--- src/rtl/mux_nch_reg.sv ---
// mux_nch_reg: N-channel registered mux with valid/ready, direct-select or round-robin scan.
// Optional MUXN_SEL_ERR_EN adds a sticky err output for out-of-range sel in direct mode.
module mux_nch_reg #(
    parameter int WIDTH = 8,
    parameter int NCH   = 4,
    parameter int SELW  = 2
) (
    input  logic                 clk,
    input  logic                 rst,
    input  logic [NCH*WIDTH-1:0] din,
    input  logic [NCH-1:0]       in_valid,
    output logic [NCH-1:0]       in_ready,
    input  logic [SELW-1:0]      sel,
    input  logic                 mode,
    output logic [WIDTH-1:0]     out_data,
    output logic [SELW-1:0]      out_ch,
    output logic                 out_valid,
    input  logic                 out_ready
`ifdef MUXN_SEL_ERR_EN
    ,
    output logic                 err
`endif
);
    localparam logic [SELW-1:0] LAST = SELW'(NCH - 1);
    logic [SELW-1:0]  ptr, ptr_nxt, cur;
    logic [NCH-1:0]   hit;
    logic [WIDTH-1:0] cur_data;
    logic             load;
    assign load = !out_valid || out_ready;
    assign cur  = mode ? ptr : sel;
    // one-hot decode of cur; an out-of-range cur leaves hit all-zero
    always_comb begin
        hit      = '0;
        cur_data = '0;
        for (int k = 0; k < NCH; k++)
            if (cur == SELW'(k)) begin
                hit[k]   = 1'b1;
                cur_data = din[k*WIDTH +: WIDTH];
            end
    end
    assign in_ready = load ? hit : '0;
    assign ptr_nxt  = !mode ? sel : !load ? ptr : (ptr >= LAST) ? '0 : ptr + SELW'(1);
    always_ff @(posedge clk or posedge rst) begin
        if (rst) begin
            out_data  <= '0;
            out_ch    <= '0;
            out_valid <= 1'b0;
            ptr       <= '0;
        end else begin
            ptr <= ptr_nxt;
            if (load) begin
                out_data  <= cur_data;
                out_ch    <= cur;
                out_valid <= |(hit & in_valid);
            end
        end
    end
`ifdef MUXN_SEL_ERR_EN
    logic sel_bad;
    assign sel_bad = !mode && ({1'b0, sel} >= (SELW+1)'(NCH));
    always_ff @(posedge clk or posedge rst) begin
        if (rst) err <= 1'b0;
        else     err <= err | sel_bad;
    end
`endif
endmodule

--- config.mk ---
export PLATFORM = sky130hd
export DESIGN_NAME = mux_nch_reg
export DESIGN_NICKNAME = d
export VERILOG_FILES = /design/src/rtl/mux_nch_reg.sv
export SDC_FILE = /design/constraint.sdc
export NUM_CORES = 1
export LEC_CHECK = 0
export CORE_MARGIN = 2
export CORE_UTILIZATION = 30
export CTS_BUF_LIST = sky130_fd_sc_hd__clkbuf_8
export CTS_CLUSTER_SIZE = 24
export DETAILED_ROUTE_END_ITERATION = 16
export PLACE_DENSITY = 0.75
export SLEW_MARGIN = 20
export SYNTH_ARGS = -nofsm -noshare
export SYNTH_HDL_FRONTEND = slang
export SYNTH_SLANG_ARGS = --single-unit
--- constraint.sdc ---
create_clock -name clk -period 1.9 [get_ports clk]
set_input_delay 0.38 -clock clk [delete_from_list [all_inputs] [get_ports clk]]
set_output_delay 0.38 -clock clk [all_outputs]
set_load 0.03 [all_outputs]
== After elaboration in Yosys (flattened, before gate mapping) ==
Index checks and enable logic that the tools add are counted.
W data, S select, Z words.
Word-level totals
  input port bits: 42
  bits in registers: 13
Operators by class
  add/subtract/negate cells: 1
  reductions and logical operators: 4
  muxes and demuxes: 13
  eq/ne operators: 4
  magnitude comparators: 1
  bitwise gates (word level): 1
Operator list (number)
  $mux W8: 4
  $mux W2: 4
  $and A4 B4 Y4: 1
  $eq A2 B2 Y1 const B: 2
  $mux W1: 4
  $mux W4: 1
  $reduce_or A4 Y1: 1
  $add A2 B1 Y2 const B: 1
  $eq A2 B1 Y1 const B: 1
  $ge A2 B2 Y1 const B: 1
  $logic_not A2 Y1: 1
  $ne A2 B1 Y1 const B: 1
  $logic_not A1 Y1: 1
  $logic_or A1 B1 Y1: 1

== Longest topological paths before layout ==
  word-level depth: 6
  gate-level depth with buffers: 6
  gate-level depth less buffers: 4

== Least setup slack after synthesis ==
OpenSTA, ideal clock, no wires.
  kind: in2out
  start point: input port mode
  end point: output port in_ready[0]
  arrival: 1327 ps
  buffers on the path: 1
  stages: 4
  path slack: 193 ps
  cell sequence: buf_4 nor3_2 nor2_1 nor2_1
Between the ends
  word-level cells in the longest chain between the ends: 4
Ends and longest elaborated chain
  start: declaration: line 14  | input logic mode,
  $mux W2: line 30  | assign cur = mode ? ptr : sel;
  $logic_not A2 Y1: line 36  | if (cur == SELW'(k)) begin
  $mux W1: line 36
  $mux W4: line 41  | assign in_ready = load ? hit : '0;
  end: declaration: line 12  | output logic [NCH-1:0] in_ready,
No other way between the ends.

== Worst setup path after layout ==
  start point: register ptr[1]
  end point: output port in_ready[2]
Between the ends
  word-level cells in the longest chain between the ends: 4
Ends and longest elaborated chain
  start: declaration: line 25  | logic [SELW-1:0] ptr, ptr_nxt, cur;
  start signal: assignment: line 50  | ptr <= ptr_nxt;
  $mux W2: line 30
  $eq A2 B2 Y1: line 36
  $mux W1: line 36
  $mux W4: line 41
No other way between the ends.

==> metrics.txt <==
dpl hpwl=2.53 mm; final period utilization=0.974; Cells after Synth=111; setup ws final=0.0491 ns; pre-CTS setup slack=-0.505 ns; Worst-Margin Slew=0.511 ns; Reg2Reg Depth=6; worst hold-check path type=in -> async; GR Overflow Total=0; detailed-route DRC error count=0; most frequent cells in the layout=clkdlybuf4s50_1 (49), buf_4 (16), o21ai_0 (15), nand2_1 (15), o21ai_1 (14); Mapped Area=887 µm²; Crit Reg-Reg Endpoint=out_data[3]; Worst-Skew Late Latency=0.24 ns; Routed Antenna Nets=0; first-pass GRT wire length=5.18 mm; library cells used by synthesis=28; most common cell after layout, fill and taps aside=clkdlybuf4s50_1; fin util=0.588; DIE AREA=3410 µm²; Root Driver=clkbuf_8; crit path DAT=1.47 ns; final setup fails=0; syn avg cell area=7.99 µm²; I/O Buffers=56; max cap viols=0; Finished Layout Cells=213; largest net degree at the start of global routing=17; crit path launch type=register; ANT cells=0; drt initial violations=34; H-tree Lvls=1; Seq/Total Area, Yosys=0.367; initial antenna violation count=0; vias in the first global route=1118; initial core utilization=0.319; Max clock buf depth=2; Die Width=58.4 µm; Slew Viols, Final=0; final hold violation count=0; status=finished clean; IO Pins=57; max frequency=540 MHz; Sink Count=13; Synth Warn #=0; router iterations before antenna repair=5; pwr dens=928 nW/µm²; reg2reg setup slack=0.40 ns; P&R area growth vs syn=84.3%; total core area=2780 µm²; Filler cells=246; Die H=58.4 µm; worst reg2reg startpoint=ptr[1]; Tot GR Track Use=0.201; Worst Skew=0.00362 ns; maximum vdd drop=708 µV; CTS buffer count=3; row count=19; vias=1127; CTS tree=yes; Clock Pin Slew Worst Setup and Hold Paths=0.06 ns; Cell Count Post-Placement=207; Leakage=0.000681 µW; Slew HR=0.659; syn nets=153; worst-path fanout max=4; worst path required time=1.52 ns; synthesis-stage register bit count=13; total wire length=3.29 mm; CP Capture Type=output port; Final Critical Period=1.85 ns; WS Path Type=reg -> out; dpl cell area=1560 µm²; WL/cell=15.5 µm; Final GP Congestion=0.868; DR vias/cell=5.29; RSZ-0062 raised after global routing=false; NumNets Final=225; final instance area=1640 µm²; share of layout cells above drive strength 1=0.181
-- synthesized netlist by cell type --
master    count  area (µm²)
o21ai_0      15        75.1
and4_1        7        61.3
a32o_1        1        10.0
and2_1        2        12.5
xnor2_1       2        17.5
clkbuf_1      3        11.3
a211oi_2      1        12.5
nand2_1      15        56.3
buf_2         2        10.0
a221o_1       1        10.0
mux2_2        2        22.5
nand4_1       1        6.26
nor2b_1       2        12.5
or2_1         1        6.26
o21ai_1      14        70.1
buf_4         1        7.51
nor3_2        1        10.0
nand2b_1      2        12.5
a21oi_1       3        15.0
a32oi_1       1        8.76
and3b_1       1        8.76
nor3b_2       2        25.0
inv_1         4        15.0
nor2_1       10        37.5
a211oi_1      2        15.0
nor3_1        1        5.00
a22oi_1       1        7.51
dfrtp_1      13         325
-- flip-flops by register name, indices dropped and copies added, names as in the netlist --
| signal | flops |
|---|---|
| out_valid | 1 |
| out_data | 8 |
| out_ch | 2 |
| ptr | 2 |
-- worst max path at each step --
stage,start,end,slack [ns],depth (start not counted)
detailed placement,sel[1],in_ready[3],-0.51,5
floorplan,mode,in_ready[0],0.19,4
CTS,mode,in_ready[2],0.03,6
finish,ptr[1],in_ready[2],0.05,5
global route,ptr[1],in_ready[2],0.005,5
global placement,sel[1],in_ready[3],-0.43,5
-- stage by stage --
stage | hold WS (ns) | power (µW) | setup TNS (ns)
after global placement | 0.465 | 1250 | -1.19
final | 0.466 | 1520 | 0
after global routing | 0.517 | 1600 | 0
after detailed placement | 0.479 | 1270 | -1.74
after CTS | 0.483 | 1520 | 0
after floorplan | 0.257 | 876 | 0
-- worst max-delay path, cell delays in order, from the launching register on --
cell	delay, ns
dfrtp_1	0.39
buf_4	0.15
and3b_1	0.18
or2_1	0.22
and2_1	0.15
buf_6	0.14
-- layer usage --
layer	routed length, µm	vias up	track usage
met5	0	-	0
met1	1390	533	0.265
met2	1660	47	0.332
met4	65	0	0.0797
met3	179	6	0.0264
li1	-	541	-
-- layout make-up --
| type | count | area, µm² | share of cell area |
|---|---|---|---|
| repair buffers | 73 | 688 | 0.421 |
| well taps | 31 | 38.8 | 0.0237 |
| clock inverters | 1 | 5.00 | 0.00306 |
| multi-input cells | 88 | 522 | 0.319 |
| inverters | 4 | 15.0 | 0.00918 |
| flip-flops and latches | 13 | 325 | 0.199 |
| clock buffers | 3 | 41.3 | 0.0252 |
-- repair_timing --
item | 4_1_cts | 5_1_grt
endpoints found under the hold margin | 0 | 0
pin swaps | 1 | 0
gates resized for setup | 11 | 4
hold buffers | 0 | 0
endpoints found under the setup margin | 4 | 2
setup buffers | 2 | 0
-- cells by family (layout without fill, tap and decap cells) --
logic type | Yosys count | count (layout) | share of synthesized area
simple gates | 45 | 45 | 0.286
compound gates | 39 | 39 | 0.252
flops | 13 | 13 | 0.367
buf+inv | 10 | 81 | 0.0494
xor+xnor | 2 | 2 | 0.0197
mux | 2 | 2 | 0.0254
-- where the power goes --
part	internal, µW	total, µW	switching, µW	leakage (µW)
Combinational	401	857	456	0.000503
Clock	145	243	98.5	0.0000255
Sequential	367	417	50.3	0.000152
(Power assumes the default switching activity.)
